`src/rtl/bomb_request.sv`:
```
// bomb_request: per-player bomb-button to validated placement request,
// with occupancy/board/game-over checks, tie arbitration and tick-based cooldown.
`default_nettype none

module bomb_request #(
  parameter int COOLDOWN = 2
) (
  input  logic         clk,
  input  logic         rst,
  input  logic         bombTick,
  input  logic         btnA,
  input  logic         btnB,
  input  logic [3:0]   playerAx,
  input  logic [3:0]   playerAy,
  input  logic [3:0]   playerBx,
  input  logic [3:0]   playerBy,
  input  logic [99:0]  i_curBombMap_0,
  input  logic [99:0]  i_curBombMap_1,
  input  logic [1:0]   game_state,
  output logic [3:0]   bombA_x,
  output logic [3:0]   bombA_y,
  output logic [3:0]   bombB_x,
  output logic [3:0]   bombB_y,
  output logic         bombA_v,
  output logic         bombB_v,
  output logic         o_rejectA,
  output logic         o_rejectB
);

  localparam logic [1:0] S_IDLE    = 2'd0;
  localparam logic [1:0] S_PENDING = 2'd1;
  localparam logic [1:0] S_COOL    = 2'd2;
  localparam logic [3:0] CD        = 4'(COOLDOWN);

  logic       btn_a_q, btn_b_q, press_a, press_b;
  logic [1:0] state_a, state_a_n, state_b, state_b_n;
  logic [3:0] cnt_a, cnt_a_n, cnt_b, cnt_b_n;
  logic       acc_a, acc_b, rej_a_n, rej_b_n;
  logic       running, tie, ok_a, ok_b;

  // Cell (x,y) lives at bit 10*x+y; off-board cells are never placeable.
  function automatic logic place_ok(input logic [3:0] x, input logic [3:0] y,
                                    input logic [99:0] m0, input logic [99:0] m1);
    logic [6:0] idx;
    idx = 7'd10 * {3'd0, x} + {3'd0, y};
    if (x < 4'd1 || x > 4'd8 || y < 4'd1 || y > 4'd8) return 1'b0;
    return !(m0[idx] | m1[idx]);
  endfunction

  assign running = (game_state == 2'd0);
  assign ok_a    = place_ok(playerAx, playerAy, i_curBombMap_0, i_curBombMap_1);
  assign ok_b    = place_ok(playerBx, playerBy, i_curBombMap_0, i_curBombMap_1);
  assign tie     = (state_a == S_PENDING) && (state_b == S_PENDING) &&
                   (bombA_x == bombB_x) && (bombA_y == bombB_y);

  always_ff @(posedge clk) begin
    if (rst) begin
      btn_a_q   <= 1'b0;
      btn_b_q   <= 1'b0;
      press_a   <= 1'b0;
      press_b   <= 1'b0;
      state_a   <= S_IDLE;
      state_b   <= S_IDLE;
      cnt_a     <= 4'd0;
      cnt_b     <= 4'd0;
      bombA_x   <= 4'd0;
      bombA_y   <= 4'd0;
      bombB_x   <= 4'd0;
      bombB_y   <= 4'd0;
      o_rejectA <= 1'b0;
      o_rejectB <= 1'b0;
    end else begin
      btn_a_q   <= btnA;
      btn_b_q   <= btnB;
      press_a   <= btnA & ~btn_a_q;
      press_b   <= btnB & ~btn_b_q;
      state_a   <= state_a_n;
      state_b   <= state_b_n;
      cnt_a     <= cnt_a_n;
      cnt_b     <= cnt_b_n;
      o_rejectA <= rej_a_n;
      o_rejectB <= rej_b_n;
      if (acc_a) begin
        bombA_x <= playerAx;
        bombA_y <= playerAy;
      end
      if (acc_b) begin
        bombB_x <= playerBx;
        bombB_y <= playerBy;
      end
    end
  end

  always_comb begin
    state_a_n = state_a;
    cnt_a_n   = cnt_a;
    acc_a     = 1'b0;
    rej_a_n   = 1'b0;
    if (!running) begin
      state_a_n = S_IDLE;
      cnt_a_n   = 4'd0;
    end else begin
      case (state_a)
        S_IDLE: if (press_a) begin
          if (ok_a) begin
            acc_a     = 1'b1;
            state_a_n = S_PENDING;
          end else begin
            rej_a_n = 1'b1;
          end
        end
        S_PENDING: if (bombTick) begin
          state_a_n = (CD == 4'd0) ? S_IDLE : S_COOL;
          cnt_a_n   = CD;
        end
        S_COOL: begin
          rej_a_n = press_a;
          if (bombTick) begin
            if (cnt_a <= 4'd1) begin
              state_a_n = S_IDLE;
              cnt_a_n   = 4'd0;
            end else begin
              cnt_a_n = cnt_a - 4'd1;
            end
          end
        end
        default: state_a_n = S_IDLE;
      endcase
    end
  end

  always_comb begin
    state_b_n = state_b;
    cnt_b_n   = cnt_b;
    acc_b     = 1'b0;
    rej_b_n   = 1'b0;
    if (!running) begin
      state_b_n = S_IDLE;
      cnt_b_n   = 4'd0;
    end else begin
      case (state_b)
        S_IDLE: if (press_b) begin
          if (ok_b) begin
            acc_b     = 1'b1;
            state_b_n = S_PENDING;
          end else begin
            rej_b_n = 1'b1;
          end
        end
        S_PENDING: if (bombTick) begin
          // Losing a same-cell tie drops B's request without any cooldown.
          if (tie) begin
            state_b_n = S_IDLE;
            rej_b_n   = 1'b1;
          end else begin
            state_b_n = (CD == 4'd0) ? S_IDLE : S_COOL;
            cnt_b_n   = CD;
          end
        end
        S_COOL: begin
          rej_b_n = press_b;
          if (bombTick) begin
            if (cnt_b <= 4'd1) begin
              state_b_n = S_IDLE;
              cnt_b_n   = 4'd0;
            end else begin
              cnt_b_n = cnt_b - 4'd1;
            end
          end
        end
        default: state_b_n = S_IDLE;
      endcase
    end
  end

  always_comb begin
    bombA_v = (state_a == S_PENDING) && running;
    bombB_v = (state_b == S_PENDING) && running && !(tie && bombTick);
  end

endmodule

`default_nettype wire

```
`config.mk`:
```
export PLATFORM = sky130hd
export DESIGN_NAME = bomb_request
export DESIGN_NICKNAME = d
export VERILOG_FILES = /design/src/rtl/bomb_request.sv
export SDC_FILE = /design/constraint.sdc
export NUM_CORES = 1
export LEC_CHECK = 0
export BUFFER_PORTS_ARGS = -buffer_cell sky130_fd_sc_hd__buf_2
export CAP_MARGIN = 20
export CORE_MARGIN = 2
export CORE_UTILIZATION = 35
export DETAILED_ROUTE_END_ITERATION = 7
export GPL_ROUTABILITY_DRIVEN = 1
export PLACE_DENSITY = 0.76
export SYNTH_ARGS = -nofsm -noshare
export SYNTH_HDL_FRONTEND = slang
export SYNTH_SLANG_ARGS = --single-unit
```
`constraint.sdc`:
```
create_clock -name clk -period 5.4 [get_ports clk]
set_clock_uncertainty 0.05 [all_clocks]
set_input_delay 1.35 -clock clk [delete_from_list [all_inputs] [get_ports clk]]
set_output_delay 1.35 -clock clk [all_outputs]
set_load 0.02 [all_outputs]
```
; Word-level counts from Yosys, hierarchy flattened
; Index checks and enable logic that the tools add are counted.
; Widths: inputs -> output; s select.
[totals]
ff_bits = 34
in_bits = 223
out_inout_bits = 20
word_cells = 134
[op_classes]
n_addsub = 4
n_mul = 2
order_cmp = 12
n_eq_ne = 17
mux = 52
bitwise = 7
reduce_logical = 26
[ops]
columns = op, n
row1 = $bmux 1 s7, 4
row2 = $mux 4, 7
row3 = $mux 1, 24
row4 = $mux 2, 11
row5 = $ne 2x2->1 const B, 11
row6 = $gt 4x4->1 const B, 4
row7 = $lt 4x1->1 const B, 4
row8 = $lt 7x8->1 const B, 2
row9 = $pmux 4 s2, 2
row10 = $add 7x4->7, 2
row11 = $mul 3x4->6 const A, 2
row12 = $pmux 2 s3, 2
row13 = $reduce_and 5->1, 2
row14 = $eq 4x4->1, 2
row15 = $le 4x1->1 const B, 2
row16 = $sub 4x1->4 const B, 2
row17 = $logic_and 1x1->1, 7
row18 = $logic_not 2->1, 3
row19 = $logic_or 1x1->1, 6
row20 = $eq 2x1->1 const B, 2
row21 = $eq 2x2->1 const B, 2
row22 = $reduce_and 4->1, 1
row23 = $reduce_bool 2->1, 2
row24 = $logic_not 1->1, 3
row25 = 7 further kinds, 11

; Logic depth before layout (Yosys ltp)
; Gate-level depths: netlist of run 1.
[logic_depth]
depth_word = 11
mapped_depth = 13
depth_no_buf = 11

; Worst setup path after synthesis of run 1
; OpenSTA, ideal clock, no wires.
[synth_timing]
path_kind = input to register
start = input playerAx[1]
end = register bombA_y[0]
setup_time_ns = 0.072
arrival_time_ns = 4.065
required_ns = 5.278
path_slack_ns = 1.213
stages = 13
n_path_buf = 2
path_cell_list = ha_1 > ha_1 > fa_1 > a21boi_0 > o2bb2ai_1 > clkbuf_1 > nor2_1 > a32oi_1 > a31oi_1 > nor4_2 > and3_1 > buf_6 > mux2i_1
[synth_via]
elab_chain_cells = 11
elab_cells_between_ends = 19
classes_between = 1 x add/sub / 1 x mul / 2 x order compare / 10 x mux / 1 x bitwise / 4 x reduce/logical
[synth_lines]
columns = element, line_no
row1 = from (decl), 13  ; input logic [3:0] playerAx,
row2 = $mul 3x4->6, 45  ; idx = 7'd10 * {3'd0, x} + {3'd0, y};
row3 = $add 7x4->7, 45
row4 = $bmux 1 s7, 47  ; return !(m0[idx] | m1[idx]);
row5 = $mux 1 (implied by the code), 47
row6 = $or 1x1->1, 47
row7 = $logic_not 1->1, 47
row8 = $mux 1 (*), 47
row9 = $mux 1 (*), 105  ; if (ok_a) begin
row10 = $mux 1 (*), 104  ; S_IDLE: if (press_a) begin
row11 = $mux 1 (*), 103  ; case (state_a)
row12 = $mux 1 (*), 99  ; if (!running) begin
row13 = to (signal assigned), 85  ; bombA_y <= playerAy;
row14 = to (decl), 21  ; output logic [3:0] bombA_y,
; Mark *: on every way between the ends. The rest lies on a longest branch, timed or not. The select of a mux whose other input is x is not followed.
; A chain may end at the register's enable or synchronous reset.

; Worst setup path in the final report of run 1
[layout_timing]
start = input playerAx[0]
end = register bombA_x[3]
[layout_via]
elab_chain_cells = 11
elab_cells_between_ends = 19
classes_between = 1 x add/sub / 1 x mul / 2 x order compare / 10 x mux / 1 x bitwise / 4 x reduce/logical
[layout_lines]
columns = element, line_no
row1 = $mul 3x4->6, 45
row2 = $add 7x4->7, 45
row3 = $bmux 1 s7, 47
row4 = $mux 1 (implied by the code), 47
row5 = $or 1x1->1, 47
row6 = $logic_not 1->1, 47
row7 = $mux 1 (*), 47
row8 = $mux 1 (*), 105
row9 = $mux 1 (*), 104
row10 = $mux 1 (*), 103
row11 = $mux 1 (*), 99
row12 = to (signal assigned), 84  ; bombA_x <= playerAx;
row13 = to (decl), 20  ; output logic [3:0] bombA_x,
; Marks and branches as above.

==> results of run 1 <==
per-layer routing:
metal,vias to the layer above,global-route usage (%)
met5,-,0
met4,0,5.71
met3,29,4.18
met2,265,42.5
met1,2384,30.8
li1,2551,-
critical path, cell delays in order:
cell	delay [ns]
buf_2	0.13
ha_2	1.00
inv_4	0.22
mux4_2	0.49
mux2_2	0.28
a2111oi_2	0.42
nor3_1	0.10
and3_1	0.36
mux2i_1	0.18
cell usage in the layout (no fill, tap or decap), types with 4 or more instances in the layout:
master / synthesis / layout
a211o_1: 5 / 5
a211oi_1: 14 / 14
a21oi_1: 45 / 45
a31oi_1: 6 / 6
buf_2: 12 / 242
buf_4: 4 / 9
clkbuf_16: 0 / 5
dfxtp_1: 34 / 34
fa_1: 4 / 4
ha_1: 18 / 17
inv_1: 7 / 7
mux2i_1: 20 / 20
mux4_2: 28 / 28
nand2_1: 14 / 14
nand2b_1: 28 / 28
nand3_1: 9 / 9
nor2_1: 107 / 107
nor2b_1: 8 / 8
nor3_1: 68 / 68
nor4_1: 6 / 6
o21ai_0: 9 / 9
or3_1: 4 / 4
xnor2_1: 12 / 12
xor2_1: 14 / 14
cell type report:
type	instances	area share, %
clock buffer	5	2.13
antenna	2	0.0850
clock inverter	3	0.680
multi-input combinational	484	59.6
tap	168	3.57
timing repair buffer	251	21.7
inverter	10	0.680
sequential	34	11.6
state kept, by name, summed over array words and instances (netlist names):
name       flops
bombB_x        4
bombA_y        4
o_rejectA      1
state_b        2
cnt_b          4
btn_a_q        1
bombA_x        4
btn_b_q        1
o_rejectB      1
cnt_a          4
bombB_y        4
press_a        1
press_b        1
state_a        2
stage by stage:
stage               hold WS [ns]  instance area, um^2
floorplan                  0.317                 4390
global placement           0.320                 5720
detailed placement         0.325                 5720
CTS                        0.332                 5880
global route               0.345                 5880
finish                     0.331                 5890
final timing paths:
path | startpoint | to | slack, ns | cells after the start
setup / recovery | playerAx[0] | bombA_x[3] | 0.94 | 9
setup reg to reg | bombB_y[2] | cnt_b[3] | 3.22 | 8
hold reg to reg | btn_a_q | press_a | 0.33 | 1
hold / removal | btn_a_q | press_a | 0.33 | 1
power breakdown:
part / leakage [nW] / switching (mW) / internal [mW]
Combinational: 2.21 / 0.293 / 0.247
Sequential: 0.275 / 0.00169 / 0.254
Clock: 0.0836 / 0.100 / 0.216
cell families after synthesis:
family	after synthesis
mux	49
simple gates	265
fa+ha+maj	22
flops	34
buf+inv	42
xor+xnor	27
compound gates	121
==> results.yml, run 1 <==
power:
  power_mw: 1.11
  cellPowerDensity_mw_per_mm2: 189
  vdd_ir_drop_max_mv: 0.108
  p_leak_nw: 2.57
sta:
  slew_viol_final: 0
  final_hold_viol_count: 0
  fin_ws_ns: 0.938
  fin_crit_sh_pct: 82.6
  fmax_mhz: 224
  min_period_ns: 4.46
  slew_headroom_pct: 31.0
  finalSetupTns_ns: 0
  tightestPinTransition_ns: 1.04
  rsz0062_at_grt: "false"
  setup_viol: 0
global_routing:
  grt_pass1_vias: 5186
  antenna_found_initial: 2
  grt_max_degree: 56
  track_usage_pct: 24.1
  overflow: 0
  grt_pass1_wl_mm: 25.5
placed_design:
  dp_hpwl_mm: 13.8
  port_buffers: 242
  dp_slack_ns: 0.654
  gp_congestion: 0.918
  dp.cells: 947
synthesis:
  synth.yosys.seq_area_share_pct: 15.5
  synth_edf_count: 0
  yosys.area_share.adder_pct: 6.96
  synthXorXnorAreaFrac_pct: 5.56
  synthMuxAreaShare_pct: 19.2
  synth_area_mm2: 0.00439
  synth_cell_types: 70
  yosysMostFrequentCell: "nor2_1"
  syn_area_per_cell_um2: 7.84
  synth_compound_area_share_pct: 18.6
  synth.cells.most_frequent: "nor2_1 (107), nor3_1 (68), a21oi_1 (45), dfxtp_1 (34)"
  synth-simple-area-share_pct: 29.5
  synthArstFlopShare_pct: 0
  ys_seq_elements: 34
  synth_ff_type: "dfxtp_1"
  synth.area.top_cells: "dfxtp_1 (16%), mux4_2 (14%), nor2_1 (9.2%)"
  synth_warnings: 0
  synth_top_cell_area_share_pct: 15.5
  synth_nets: 805
  synth_top_family_by_area: "simple AND/OR/NAND/NOR gates"
  synth_top_area_cell: "dfxtp_1"
  synthCells: 560
worst_setup_path:
  cp.arrival_ns: 4.55
  crit_required_ns: 5.49
  worstPathMaxFanout: 55
  end_kind: "register"
  path_class: "primary input to register"
  cp-start-kind: "primary input"
clocking:
  cts_buffer_depth: 2
  ctsRootBufferMaster: "clkbuf_16"
  cts_resized: 0
  hold_buffers: 0
  clock_tree.htree_level_count: 2
  post-cts-setup-buffer-count: 0
  tritoncts: "built"
  clk_latency_ns: 0.27
  clk_pin_slew_ns: 0.05
  clock_sinks: 34
  cts_buffers: 5
final_layout:
  utilization_pct: 48.6
  drive_gt1_share_pct: 38.2
  seq_area_um2: 681
  final.fill_count: 1250
  multiInputGateArea_mm2: 0.00351
  area.growth.synth_to_final_pct: 34.1
  finalNonFillerCells: 957
  nets: 1031
floorplan:
  start_util_pct: 36.2
  die_y_um: 116
  pin_count: 243
  die_area_mm2: 0.0135
  core_area_mm2: 0.0121
  die_w_um: 116
  rows: 40
detailed_routing:
  dr_wl_met3_mm: 1.30
  routedWlPerCell_um: 17.2
  drc: 0
  routed-via-count: 5229
  top_layer_used: "met4"
  dr.pass1.iters: 5
  wirelength_mm: 16.4
  avgViaCountPerCell: 5.46
  drt.antenna.violating_nets: 0
  met1_length_mm: 6.91
  met2_length_mm: 7.87
  dr.first_iter.drc_count: 417
run_status:
  status: "complete, no violations"
run:
  drv_cap: 0
worst_hold_path:
  hp-class: "register to register"
Note: power is estimated with default switching activity, not from simulation.
==> run 2, diff against run 1 <==
Settings changed: PLACE_DENSITY 0.76 to 0.78.
Clock period 5.4 ns to 3.6 ns, I/O delays scaled along.
==> run 2 against run 1 <==
Effect of this change: the run now ends with negative setup slack left; non-clock buffer count increased by 77; hold slack got worse by 0.0014 ns; utilization increased by 7.2 points; count of clock-buffer cells in the layout increased by 2; clock power is 33% higher; first-iteration DRC count fell by 7.4%; global-route usage grew 0.89 points; worst setup slack got worse by 0.94 ns; sequential power increased by 50%; critical path type unchanged.
==> results.yml, run 2 (synthesis results as in run 1) <==
worst_hold_path:
  min_from: "btn_a_q"
  hp-class: "register to register"
  holdPathStages: 1
sta:
  fin_ws_ns: -0.00144
  final_hold_viol_count: 0
  whs_ns: 0.330
  fin_crit_sh_pct: 100
  fmax_mhz: 278
  rsz0062_at_grt: "true"
  setup_viol: 1
  min_period_ns: 3.60
  slew_viol_final: 0
  tightestPinTransition_ns: 0.505
  slew_headroom_pct: 66.1
floorplan:
  pin_count: 243
  die_y_um: 116
  start_util_pct: 36.2
  core_area_mm2: 0.0121
  die_w_um: 116
  die_area_mm2: 0.0135
  rows: 40
power:
  power_mw: 1.89
  vdd_ir_drop_max_mv: 0.176
  cellPowerDensity_mw_per_mm2: 279
  p_leak_nw: 3.01
detailed_routing:
  wirelength_mm: 17.5
  drt.antenna.violating_nets: 0
  avgViaCountPerCell: 5.40
  dr.first_iter.drc_count: 386
  routed-via-count: 5572
  routedWlPerCell_um: 17.0
  dr.pass1.iters: 5
  drc: 0
final_layout:
  finalNonFillerCells: 1032
  final.fill_count: 1155
  seq_area_um2: 681
  layout_commonest_cell: "buf_2"
  multiInputGateArea_mm2: 0.00374
  nets: 1108
  area.growth.synth_to_final_pct: 54.0
  drive_gt1_share_pct: 46.9
  utilization_pct: 55.8
  n_antenna_cell: 0
  final_cell_mix: "buf_2 (241), nor2_1 (107), buf_4 (79)"
run_status:
  status: "finished with violations"
  violations: "negative setup slack"
placed_design:
  dp_hpwl_mm: 14.7
  dp.cells: 1012
  port_buffers: 242
  gp_congestion: 0.928
global_routing:
  antenna_found_initial: 0
  overflow: 0
  grt_pass1_vias: 5328
  grt_pass1_wl_mm: 26.2
  track_usage_pct: 25.0
  grt_max_degree: 28
worst_setup_path:
  cp_slowest_cell: "fa_2"
  cp-start-kind: "primary input"
  crit_required_ns: 3.70
  crit_path_max_incr_delay_ns: 0.58
  worst_path_most_repeated_cell: "buf_12"
  path_class: "primary input to register"
  regToRegStartpoint: "bombB_y[2]"
  crit_path_start: "playerBx[0]"
  end_kind: "register"
  path_cells: "buf_12 -> ha_4 -> fa_2 -> buf_12 -> buf_8 -> nor4_4 -> or4_4 -> o221ai_4 -> a32oi_4 -> nor4b_2 -> buf_4 -> mux2i_1 -> nor2_1"
  cp.arrival_ns: 3.70
  worstPathMaxFanout: 8
  r2r_cells: 8
clocking:
  clock_sinks: 34
  tritoncts: "built"
  clk_latency_ns: 0.28
  clk_pin_slew_ns: 0.05
  ctsRootBufferMaster: "clkbuf_16"
  cts_buffers: 5
  cts_buffer_depth: 2
  hold_buffers: 0
  clock_tree.htree_level_count: 2
run:
  drv_cap: 0
## run 2: cell count changes in the layout (fill, tap and decap cells not counted), moves of 3 or more
cell	before	now
ha_1	17	11
nand2b_1	28	24
nand2b_4	0	4
fa_2	0	3
buf_4	9	79
buf_12	0	5
fa_1	4	1
ha_4	0	5
## run 2: cell type report
class / count / share of cell area (%)
Tap cell: 168 / 3.11
Clock buffer: 7 / 2.11
Sequential cell: 34 / 10.1
Multi-Input combinational cell: 484 / 55.4
Inverter: 10 / 0.592
Clock inverter: 1 / 0.0741
Timing Repair Buffer: 328 / 28.7
## run 2: final timing paths
check        slack, ns    endpoint
max reg2reg       1.41    cnt_b[3]
min reg2reg       0.33     press_a
max             -0.001  bombB_x[1]
min               0.33     press_a
## run 2: power by group
| group | total, mW | switching, mW | internal [mW] |
|---|---|---|---|
| Clock | 0.421 | 0.148 | 0.274 |
| Combinational | 1.08 | 0.516 | 0.566 |
| Sequential | 0.384 | 0.00261 | 0.381 |
| Total | 1.89 | 0.667 | 1.22 |
## run 2: repair_timing
item / in CTS / in global routing
pin swaps: 0 / 13
cloned: 0 / 1
setup buffers: 0 / 11
resized for setup: 7 / 39
endpoints found under the setup margin: 16 / 19
## run 2: routing by layer
metal | track usage, % | wire (um) | vias up
met2 | 42.2 | 8350 | 242
met1 | 32.2 | 7460 | 2579
met3 | 5.28 | 1240 | 41
li1 | - | - | 2710
met5 | 0 | 0 | -
met4 | 7.62 | 480 | 0
## run 2: critical path: cells and delay by family
| kind | cells | cell delay, ns |
|---|---|---|
| buffers and inverters | 4 | 0.58 |
| and+or+nand+nor | 4 | 0.87 |
| muxes | 1 | 0.20 |
| AOI/OAI and AO/OA | 2 | 0.39 |
| adders and majority gates | 2 | 0.74 |
## run 2: stage by stage
step                      setup TNS (ns)  cell area [um^2]  setup slack, ns
after global routing               -1.06              6760           -0.154
after global placement             -5.68              6270           -0.319
after CTS                              0              6460           0.0124
final                           -0.00144              6760         -0.00144
after detailed placement           -6.30              6270           -0.378
after floorplan                        0              4430           0.0170
